===== config.mk =====
export PLATFORM = sky130hd
export DESIGN_NAME = reg_bank_arbiter_flat
export DESIGN_NICKNAME = d
export VERILOG_FILES = /design/src/rtl/reg_bank_pkg.sv /design/src/rtl/reg_bank_if.sv /design/src/rtl/reg_slot.sv /design/src/rtl/reg_bank_arbiter.sv /design/src/flat_wrapper.sv
export SDC_FILE = /design/constraint.sdc
export NUM_CORES = 1
export LEC_CHECK = 0
export BUFFER_PORTS_ARGS = -buffer_cell sky130_fd_sc_hd__buf_2
export CAP_MARGIN = 20
export CORE_ASPECT_RATIO = 0.8
export CORE_MARGIN = 4
export CORE_UTILIZATION = 45
export CTS_CLUSTER_DIAMETER = 80
export DETAILED_ROUTE_END_ITERATION = 6
export PLACE_DENSITY_LB_ADDON = 0.2
export SLEW_MARGIN = 0
export SYNTH_ARGS = -nofsm -noshare
export SYNTH_HDL_FRONTEND = slang
export SYNTH_HIERARCHICAL = 1
export SYNTH_SLANG_ARGS = --single-unit
export TNS_END_PERCENT = 50

===== constraint.sdc =====
create_clock -name clk -period 6 [get_ports clk]
set_clock_uncertainty 0.1 [all_clocks]
set_input_delay 0.6 -clock clk [delete_from_list [all_inputs] [get_ports clk]]
set_output_delay 0.6 -clock clk [all_outputs]
set_load 0.005 [all_outputs]

===== src/rtl/reg_bank_pkg.sv =====
// Shared types, default sizes and the round-robin pick helper for reg_bank_arbiter.
package reg_bank_pkg;

    localparam int DEF_NUM_REQ  = 4;
    localparam int DEF_NUM_REGS = 4;
    localparam int DEF_DATA_W   = 4;
    localparam int MAX_REQ      = 8;

    typedef enum logic [0:0] {
        IDLE   = 1'b0,
        COMMIT = 1'b1
    } state_t;

    typedef struct packed {
        logic       found;
        logic [2:0] idx;
    } rr_pick_t;

    // First valid requester at or above ptr, wrapping modulo num_req.
    function automatic rr_pick_t rr_pick(input logic [MAX_REQ-1:0] valid,
                                         input logic [2:0]         ptr,
                                         input int                 num_req);
        rr_pick_t pick;
        int       idx;
        pick = '0;
        for (int k = 0; k < MAX_REQ; k++) begin
            idx = int'(ptr) + k;
            if (idx >= num_req) idx = idx - num_req;
            if (k < num_req && !pick.found && valid[idx[2:0]]) begin
                pick.found = 1'b1;
                pick.idx   = idx[2:0];
            end
        end
        return pick;
    endfunction

endpackage


===== src/rtl/reg_bank_if.sv =====
// Requester/bank bus for reg_bank_arbiter; wp_mask/wr_err exist only with RB_WRITE_PROTECT_EN.
interface reg_bank_if
    import reg_bank_pkg::*;
#(
    parameter int NUM_REQ  = DEF_NUM_REQ,
    parameter int NUM_REGS = DEF_NUM_REGS,
    parameter int DATA_W   = DEF_DATA_W
);
    localparam int ADDR_W = $clog2(NUM_REGS);
    localparam int ID_W   = $clog2(NUM_REQ);

    // Per requester: a write transfers when req_valid[i] & req_ready[i] at a rising edge.
    // Requesters keep addr/data stable while valid; dropping valid before ready withdraws.
    logic [NUM_REQ-1:0]        req_valid;
    logic [NUM_REQ*ADDR_W-1:0] req_addr;
    logic [NUM_REQ*DATA_W-1:0] req_data;
    logic [NUM_REQ-1:0]        req_ready;
    logic                      wr_done;
    logic [ID_W-1:0]           wr_id;
    logic [ADDR_W-1:0]         rd_addr;
    logic [DATA_W-1:0]         rd_data;
    state_t                    fsm_state;
`ifdef RB_WRITE_PROTECT_EN
    logic [NUM_REGS-1:0]       wp_mask;
    logic                      wr_err;

    modport master (
        output req_valid, req_addr, req_data, rd_addr, wp_mask,
        input  req_ready, wr_done, wr_id, rd_data, fsm_state, wr_err
    );
    modport slave (
        input  req_valid, req_addr, req_data, rd_addr, wp_mask,
        output req_ready, wr_done, wr_id, rd_data, fsm_state, wr_err
    );
`else
    modport master (
        output req_valid, req_addr, req_data, rd_addr,
        input  req_ready, wr_done, wr_id, rd_data, fsm_state
    );
    modport slave (
        input  req_valid, req_addr, req_data, rd_addr,
        output req_ready, wr_done, wr_id, rd_data, fsm_state
    );
`endif

endinterface


===== src/rtl/reg_slot.sv =====
// One bank slot: rising-edge register with synchronous write enable and async active-low clear.
module reg_slot
    import reg_bank_pkg::*;
#(
    parameter int DATA_W = DEF_DATA_W
) (
    input  logic              clk,
    input  logic              rst_n,
    input  logic              we,
    input  logic [DATA_W-1:0] d,
    output logic [DATA_W-1:0] q
);

    always_ff @(posedge clk or negedge rst_n) begin
        if (!rst_n) q <= '0;
        else if (we) q <= d;
    end

endmodule


===== src/rtl/reg_bank_arbiter.sv =====
// Round-robin write arbiter and sequencer over a small register bank with a combinational read port.
// Optional per-slot write protect is built when RB_WRITE_PROTECT_EN is defined.
module reg_bank_arbiter
    import reg_bank_pkg::*;
#(
    parameter int NUM_REQ  = DEF_NUM_REQ,
    parameter int NUM_REGS = DEF_NUM_REGS,
    parameter int DATA_W   = DEF_DATA_W
) (
    input  logic      clk,
    input  logic      rst_n,
    reg_bank_if.slave bus
);
    localparam int ADDR_W = $clog2(NUM_REGS);
    localparam int ID_W   = $clog2(NUM_REQ);

    state_t            state;
    state_t            next_state;
    logic [ID_W-1:0]   rr_ptr;
    logic [ADDR_W-1:0] hold_addr;
    logic [DATA_W-1:0] hold_data;
    logic [ID_W-1:0]   hold_id;

    rr_pick_t          pick;
    logic [ID_W-1:0]   grant_id;
    logic              handshake;
    logic              slot_we;
    logic              protect;
    logic [DATA_W-1:0] slot_q [NUM_REGS];

    always_comb begin
        pick = rr_pick(MAX_REQ'(bus.req_valid), 3'(rr_ptr), NUM_REQ);
    end

    assign grant_id  = ID_W'(pick.idx);
    assign handshake = (state == IDLE) && pick.found;

    always_ff @(posedge clk or negedge rst_n) begin
        if (!rst_n) state <= IDLE;
        else        state <= next_state;
    end

    always_comb begin
        next_state = state;
        case (state)
            IDLE:    if (pick.found) next_state = COMMIT;
            COMMIT:  next_state = IDLE;
            default: next_state = IDLE;
        endcase
    end

    // Ready only ever goes to a valid winner, so a grant is always a completed handshake.
    always_comb begin
        bus.req_ready = '0;
        bus.wr_done   = 1'b0;
        slot_we       = 1'b0;
        if (state == IDLE) begin
            if (pick.found) bus.req_ready[grant_id] = 1'b1;
        end else begin
            bus.wr_done = 1'b1;
            slot_we     = !protect;
        end
    end

    always_ff @(posedge clk or negedge rst_n) begin
        if (!rst_n) begin
            rr_ptr    <= '0;
            hold_addr <= '0;
            hold_data <= '0;
            hold_id   <= '0;
        end else if (handshake) begin
            hold_addr <= bus.req_addr[grant_id*ADDR_W +: ADDR_W];
            hold_data <= bus.req_data[grant_id*DATA_W +: DATA_W];
            hold_id   <= grant_id;
            rr_ptr    <= (grant_id == ID_W'(NUM_REQ - 1)) ? '0 : grant_id + ID_W'(1);
        end
    end

`ifdef RB_WRITE_PROTECT_EN
    assign protect    = bus.wp_mask[hold_addr];
    assign bus.wr_err = (state == COMMIT) && protect;
`else
    assign protect = 1'b0;
`endif

    assign bus.wr_id     = hold_id;
    assign bus.fsm_state = state;

    for (genvar g = 0; g < NUM_REGS; g++) begin : g_slot
        reg_slot #(.DATA_W(DATA_W)) u_slot (
            .clk   (clk),
            .rst_n (rst_n),
            .we    (slot_we && (hold_addr == ADDR_W'(g))),
            .d     (hold_data),
            .q     (slot_q[g])
        );
    end

    // The write lands at the edge ending COMMIT, so a same-cycle read still sees the old value.
    assign bus.rd_data = slot_q[bus.rd_addr];

endmodule

===== src/flat_wrapper.sv =====
// flat-port wrapper written by rule: the top's interface ports become plain ports
module reg_bank_arbiter_flat import reg_bank_pkg::*;
#(
    parameter int NUM_REQ  = DEF_NUM_REQ,
    parameter int NUM_REGS = DEF_NUM_REGS,
    parameter int DATA_W   = DEF_DATA_W
)
  (clk, rst_n, bus_req_valid, bus_req_addr, bus_req_data, bus_rd_addr, bus_req_ready, bus_wr_done, bus_wr_id, bus_rd_data, bus_fsm_state);
  reg_bank_if #(.NUM_REQ(NUM_REQ), .NUM_REGS(NUM_REGS), .DATA_W(DATA_W)) bus_i ();
  input  logic clk;
  input  logic rst_n;
  input wire logic [$bits(bus_i.req_valid)-1:0] bus_req_valid;
  input wire logic [$bits(bus_i.req_addr)-1:0] bus_req_addr;
  input wire logic [$bits(bus_i.req_data)-1:0] bus_req_data;
  input wire logic [$bits(bus_i.rd_addr)-1:0] bus_rd_addr;
  output wire logic [$bits(bus_i.req_ready)-1:0] bus_req_ready;
  output wire logic [$bits(bus_i.wr_done)-1:0] bus_wr_done;
  output wire logic [$bits(bus_i.wr_id)-1:0] bus_wr_id;
  output wire logic [$bits(bus_i.rd_data)-1:0] bus_rd_data;
  output wire logic [$bits(bus_i.fsm_state)-1:0] bus_fsm_state;
  assign bus_i.req_valid = bus_req_valid;
  assign bus_i.req_addr = bus_req_addr;
  assign bus_i.req_data = bus_req_data;
  assign bus_i.rd_addr = bus_rd_addr;
  assign bus_req_ready = bus_i.req_ready;
  assign bus_wr_done = bus_i.wr_done;
  assign bus_wr_id = bus_i.wr_id;
  assign bus_rd_data = bus_i.rd_data;
  assign bus_fsm_state = bus_i.fsm_state;
  reg_bank_arbiter #(.NUM_REQ(NUM_REQ), .NUM_REGS(NUM_REGS), .DATA_W(DATA_W)) u_core (.clk(clk), .rst_n(rst_n), .bus(bus_i));
endmodule

* Word level (Yosys, flattened, before mapping) *
Index checks and enable logic that the tools add are counted.

word-level totals
  logic and storage cells = 76
  input bits = 32
  output and inout port bits = 12
  register bits = 27

cells by class
  add/sub/neg operators = 8
  order comparisons = 11
  bitwise logic cells = 2
  shift-type cells = 2
  multiplexer cells = 27
  equal/unequal tests = 4
  reductions and logical operators = 13

operators with widths
  kind                                                                     number
  32-bit by 4-bit >= comparator with 1-bit output (second input constant)  3
  4-bit two-way mux                                                        8
  3-bit by 4-bit < comparator with 1-bit output (second input constant)    4
  16-bit by 5-bit variable part select with 4-bit output                   1
  1-bit binary-select mux with 3-bit select                                4
  3-bit two-way mux                                                        4
  1-bit logical AND                                                        9
  3-bit subtractor (second input constant)                                 3
  4-bit binary-select mux with 2-bit select                                1
  8-bit by 4-bit variable part select with 2-bit output                    1
  1-bit two-way mux                                                        7
  2-bit by 2-bit adder with 3-bit output (second input constant)           2
  2-bit equality test (second input constant)                              3
  2-bit by 1-bit adder with 3-bit output (second input constant)           1
  2-bit by 3-bit >= comparator with 1-bit output (second input constant)   1
  3-bit >= comparator (second input constant)                              1
  1-bit logical NOT                                                        3
  2-bit by 3-bit < comparator with 1-bit output (second input constant)    1
  2-bit NOT with 3-bit output                                              1
  2-bit by 3-bit subtractor with 3-bit output (second input constant)      1
  2-bit by 1-bit adder with 2-bit output (second input constant)           1
  1-bit demux with 2-bit select                                            1
  2-bit by 1-bit equality test with 1-bit output (second input constant)   1
  2-bit by 1-bit >= comparator with 1-bit output (second input constant)   1
  4 further kinds                                                          4

* Depth between registers and ports, before layout *
  word-level depth = 20
  depth in mapped cells = 7
  mapped depth without buffers = 7

* Cells and area by module *
Netlist, hierarchy kept.

modules (own cells, without submodules)
  module            cells an instance  instances  area an instance (um^2)  seq. area each (um^2)
  reg_bank_arbiter  85                 1          859.6                    275.3
  reg_slot          8                  4          145.1                    100.1

* Worst setup path after synthesis *
Ideal clock, no wire load.

  path kind = input port to output port
  start point = in bus_req_valid[0]
  end point = out bus_req_ready[3]
  stages on the path = 6
  buffers on the path = 1
  arrival = 1.725 ns
  data required time = 5.300 ns
  path slack = 3.575 ns
  cells stage by stage = or3b_2 o221ai_2 buf_8 inv_2 ha_1 and2_1

between the ends
  cells in the longest elaborated chain, start to end = 18
  elaborated cells between the ends (all ways) = 25
  those cells by class = order compare (2); mux (16); reduce/logical (7)

RTL lines
  what                                                                                                                                          RTL line                RTL
  from (decl)                                                                                                                                   flat_wrapper.sv:12      input wire logic [$bits(bus_i.req_valid)-1:0] bus_req_valid;
  1-bit binary-select mux with 3-bit select                                                                                                     reg_bank_pkg.sv:29      if (k < num_req && !pick.found && valid[idx[2:0]]) begin
  1-bit two-way mux (implied by the code)                                                                                                       reg_bank_pkg.sv:29
  4-bit two-way mux                                                                                                                             reg_bank_pkg.sv:29
  1-bit logical NOT                                                                                                                             reg_bank_pkg.sv:29
  1-bit logical AND                                                                                                                             reg_bank_pkg.sv:29
  4-bit two-way mux                                                                                                                             reg_bank_pkg.sv:29
  1-bit logical NOT                                                                                                                             reg_bank_pkg.sv:29
  1-bit logical AND                                                                                                                             reg_bank_pkg.sv:29
  [2 not listed]                                                                                                                                n/a
  1-bit logical AND                                                                                                                             reg_bank_pkg.sv:29
  4-bit two-way mux *                                                                                                                           reg_bank_pkg.sv:29
  2-bit by 3-bit < comparator with 1-bit output (implied by the code) / 2-bit by 1-bit >= comparator with 1-bit output (equally long branches)  reg_bank_arbiter.sv:58  if (pick.found) bus.req_ready[grant_id] = 1'b1;
  1-bit logical AND (implied by the code)                                                                                                       reg_bank_arbiter.sv:58
  1-bit two-way mux (implied by the code)                                                                                                       reg_bank_arbiter.sv:58
  1-bit demux with 2-bit select                                                                                                                 n/a
  4-bit two-way mux *                                                                                                                           reg_bank_arbiter.sv:58
  4-bit two-way mux *                                                                                                                           reg_bank_arbiter.sv:57  if (state == IDLE) begin
  to (decl)                                                                                                                                     flat_wrapper.sv:16      output wire logic [$bits(bus_i.req_ready)-1:0] bus_req_ready;

Mark *: on every way between the ends. The rest lies on a longest branch, timed or not. The select of a mux whose other input is x is not followed.

* Final worst setup path *
  start point = reg u_core.rr_ptr[1]
  end point = out bus_req_ready[3]

between the ends
  cells in the longest elaborated chain, start to end = 20
  elaborated cells between the ends (all ways) = 40
  those cells by class = add/sub (7); order compare (6); mux (20); reduce/logical (7)

RTL lines
  what                                                                                                                                          RTL line                RTL
  from (decl)                                                                                                                                   reg_bank_arbiter.sv:19  logic [ID_W-1:0] rr_ptr;
  from (signal assigned)                                                                                                                        reg_bank_arbiter.sv:75  rr_ptr <= (grant_id == ID_W'(NUM_REQ - 1)) ? '0 : grant_id + ID_W'(1);
  parallel branches: the longest is 13 deep, another holds 32-bit by 4-bit >= comparator with 1-bit output                                      n/a
  4-bit two-way mux *                                                                                                                           reg_bank_pkg.sv:29
  2-bit by 3-bit < comparator with 1-bit output (implied by the code) / 2-bit by 1-bit >= comparator with 1-bit output (equally long branches)  reg_bank_arbiter.sv:58
  1-bit logical AND (implied by the code)                                                                                                       reg_bank_arbiter.sv:58
  1-bit two-way mux (implied by the code)                                                                                                       reg_bank_arbiter.sv:58
  1-bit demux with 2-bit select                                                                                                                 n/a
  4-bit two-way mux *                                                                                                                           reg_bank_arbiter.sv:58
  4-bit two-way mux *                                                                                                                           reg_bank_arbiter.sv:57

Every way passes the cells marked *. The select of a mux whose other input is x is not followed.

==> impl_metrics.tcl <==
set metrics [dict create \
    slew_headroom_pct 37.1 \
    rows 18 \
    cts_made_buffers 3 \
    power.leakage_nw 0.867 \
    cp_cell_sequence "mux2_4, o221ai_2, inv_2, ha_1, and2_1, buf_2" \
    ff_latch_area_um2 676 \
    coreArea_um2 3090 \
    ir_worst_vdd_mv 0.196 \
    h-tree-depth 1 \
    synth_nets 150 \
    drt-initial-drc-count 69 \
    grt.total_usage_pct 15.7 \
    worstPathMaxFanout 13 \
    path_class "reg2out" \
    grt_max_degree 28 \
    fin_nets 193 \
    dieArea_um2 4180 \
    min_period_ns 3.09 \
    outcome "finished clean" \
    synth_ff_type "dfrtp_1" \
    hold_buffers 0 \
    grt_pass1_vias 1051 \
    end_kind "primary output" \
    synth_edf_count 0 \
    ctsLongestPathBuffers 2 \
    io_pins 44 \
    ys_warn_count 6 \
    worst_ep_arrival_time_ns 2.39 \
    fp.dieH_um 58.6 \
    critPathMaxStageDelay_ns 0.72 \
    wirelength_um 2960 \
    r2r-end "u_core/hold_addr[0]$_DFFE_PN0P_" \
    cts_resized 0 \
    synth_area_um2 1440 \
    cts.sinks 27 \
    grt_pass1_wl_um 5020 \
    multiInputGateArea_um2 691 \
    holdWs_ns 0.215 \
    antenna_found_initial 0 \
    setup_viol 0 \
    postSynthCellCount 117 \
    drive_gt1_share_pct 47.2 \
    root_buffer "clkbuf_8" \
    diodes 0 \
    p_per_area_nw_per_um2 427 \
    clk_pin_slew_ns 0.09 \
    port_buffers 43 \
    tightest_slew_ns 0.943 \
    wl_per_cell_um 14.9 \
    synth.avg_cell_area_um2 12.3 \
    ys_seq_elements 27 \
    crit_slowest_cell "o221ai_2" \
    reg2reg_slack_ns 3.62 \
    synth_cell_types 29 \
    rsz0062_at_grt "no" \
    reg2reg_depth 5 \
    die_w_um 71.3 \
    vias_per_cell 5.25 \
    fmax_ghz 0.323 \
    place_congestion 0.750 \
    start_util_pct 46.7 \
    cp.required_ns 5.30 \
    finalCritPeriodShare_pct 51.5 \
    dpl.hpwl_um 2300 \
    drtAntennaViolNets 0 \
    n_fill_cell 267 \
    vias 1045 \
    slew_violations 0 \
    cts_setup_buffers 0 \
    rr_startpoint "u_core/rr_ptr[1]$_DFFE_PN0P_" \
    insertion_delay_ns 0.28 \
    async_reset_ff_share_pct 100 \
    overflow 0 \
    tns_ns 0 \
    hp-class "in2async" \
    hold_viol 0 \
    maxCapViolCount 0 \
    firstDrtPassIters 4 \
    startpoint_type "flip-flop" \
    cts_tree "built" \
    syn_to_final_growth_pct 18.4 \
    synth-seq-area-share_pct 46.9 \
    drc_errors 0 \
]
==> synth_stat cells, types with 2 or more instances <==
cell / n / area, um^2
mux2i_1: 12 / 120
nand2_1: 8 / 30.0
nor3_1: 15 / 75.1
inv_1: 4 / 15.0
a21oi_1: 2 / 10.0
nor2_1: 2 / 7.51
a211o_1: 6 / 52.6
mux2_2: 16 / 180
a21boi_0: 2 / 15.0
dfrtp_1: 27 / 676
buf_6: 2 / 22.5
mux4_2: 4 / 90.1
==> cell families after synthesis <==
kind of cell               after synthesis  share of synthesized area, %
and+or+nand+nor                         31                          10.7
buffers and inverters                   11                          5.13
muxes                                   33                          28.1
DFF                                     27                          46.9
AOI/OAI and AO/OA                       14                          8.25
adders and majority gates                1                         0.869
==> layout make-up <==
| cell class | instances | area share (%) |
|---|---|---|
| multi-input combinational | 79 | 40.5 |
| sequential | 27 | 39.6 |
| timing repair buffer | 43 | 12.6 |
| tap | 40 | 2.93 |
| clock buffer | 3 | 2.42 |
| inverter | 6 | 1.47 |
| clock inverter | 1 | 0.440 |
==> placed cells by master (no fill, tap or decap), drive strengths merged, types with 2 or more instances in the layout <==
cell type | synthesis | final
dfrtp | 27 | 27
mux2 | 17 | 17
nand2 | 8 | 8
clkbuf | 1 | 3
a21oi | 2 | 2
buf | 4 | 43
a211o | 6 | 6
a21boi | 2 | 2
inv | 6 | 6
mux2i | 12 | 12
nor3 | 15 | 15
nor2 | 2 | 2
mux4 | 4 | 4
==> worst max-delay path, delay by kind of cell, from the launching register on <==
family                     cells  cell delay [ns]
buffers and inverters          2             0.24
muxes                          1             0.32
adders and majority gates      1             0.24
AOI/OAI and AO/OA              1             0.72
DFF                            1             0.47
and+or+nand+nor                1             0.12
==> through the flow <==
step	cells	total power [mW]	setup WS [ns]	instance area, um^2	utilization [%]
after floorplan	117	0.547	3.58	1440	-
after global placement	195	0.612	3.03	1660	53.7
after detailed placement	195	0.630	2.96	1660	53.7
after CTS	199	0.737	2.88	1710	55.3
after global routing	199	0.783	2.75	1710	55.3
final	199	0.728	2.91	1710	55.3
==> per-layer routing <==
layer  routed length, um  global-route usage [%]  share of wire [%]  vias to the layer above
met5                   0                       0                  0                        -
met4                  56                    6.43                1.9                        0
met3                 196                    4.10                6.6                        5
met2                1390                    25.5                 47                       30
met1                1320                    20.0                 44                      496
li1                    -                       -                  -                      514
==> sequential cells by signal, indices dropped and copies added (netlist names) <==
signal / flops
u_core/g_slot.u_slot/q: 16
u_core/hold_addr: 2
u_core/bus.fsm_state: 1
u_core/bus.wr_id: 2
u_core/hold_data: 4
u_core/rr_ptr: 2
==> where the power goes <==
part / switching [mW] / total, mW / internal (mW) / leakage, nW
sequential: 0.0609 / 0.328 / 0.267 / 0.332
clock: 0.0610 / 0.108 / 0.0473 / 0.0217
combinational: 0.126 / 0.292 / 0.166 / 0.514
total: 0.248 / 0.728 / 0.480 / 0.867
==> how the worst max path moves through the flow <==
stage                            startpoint               end  slack [ns]  cells after the start
2_1_floorplan              bus_req_valid[0]  bus_req_ready[3]        3.58                      6
5_1_grt        u_core/rr_ptr[1]$_DFFE_PN0P_  bus_req_ready[3]        2.75                      6
4_1_cts        u_core/rr_ptr[1]$_DFFE_PN0P_  bus_req_ready[3]        2.88                      6
3_5_place_dp               bus_req_valid[1]  bus_req_ready[3]        2.96                      7
6_report       u_core/rr_ptr[1]$_DFFE_PN0P_  bus_req_ready[3]        2.91                      6
3_3_place_gp               bus_req_valid[1]  bus_req_ready[3]        3.03                      7
Power figures use the tool's default switching activity.
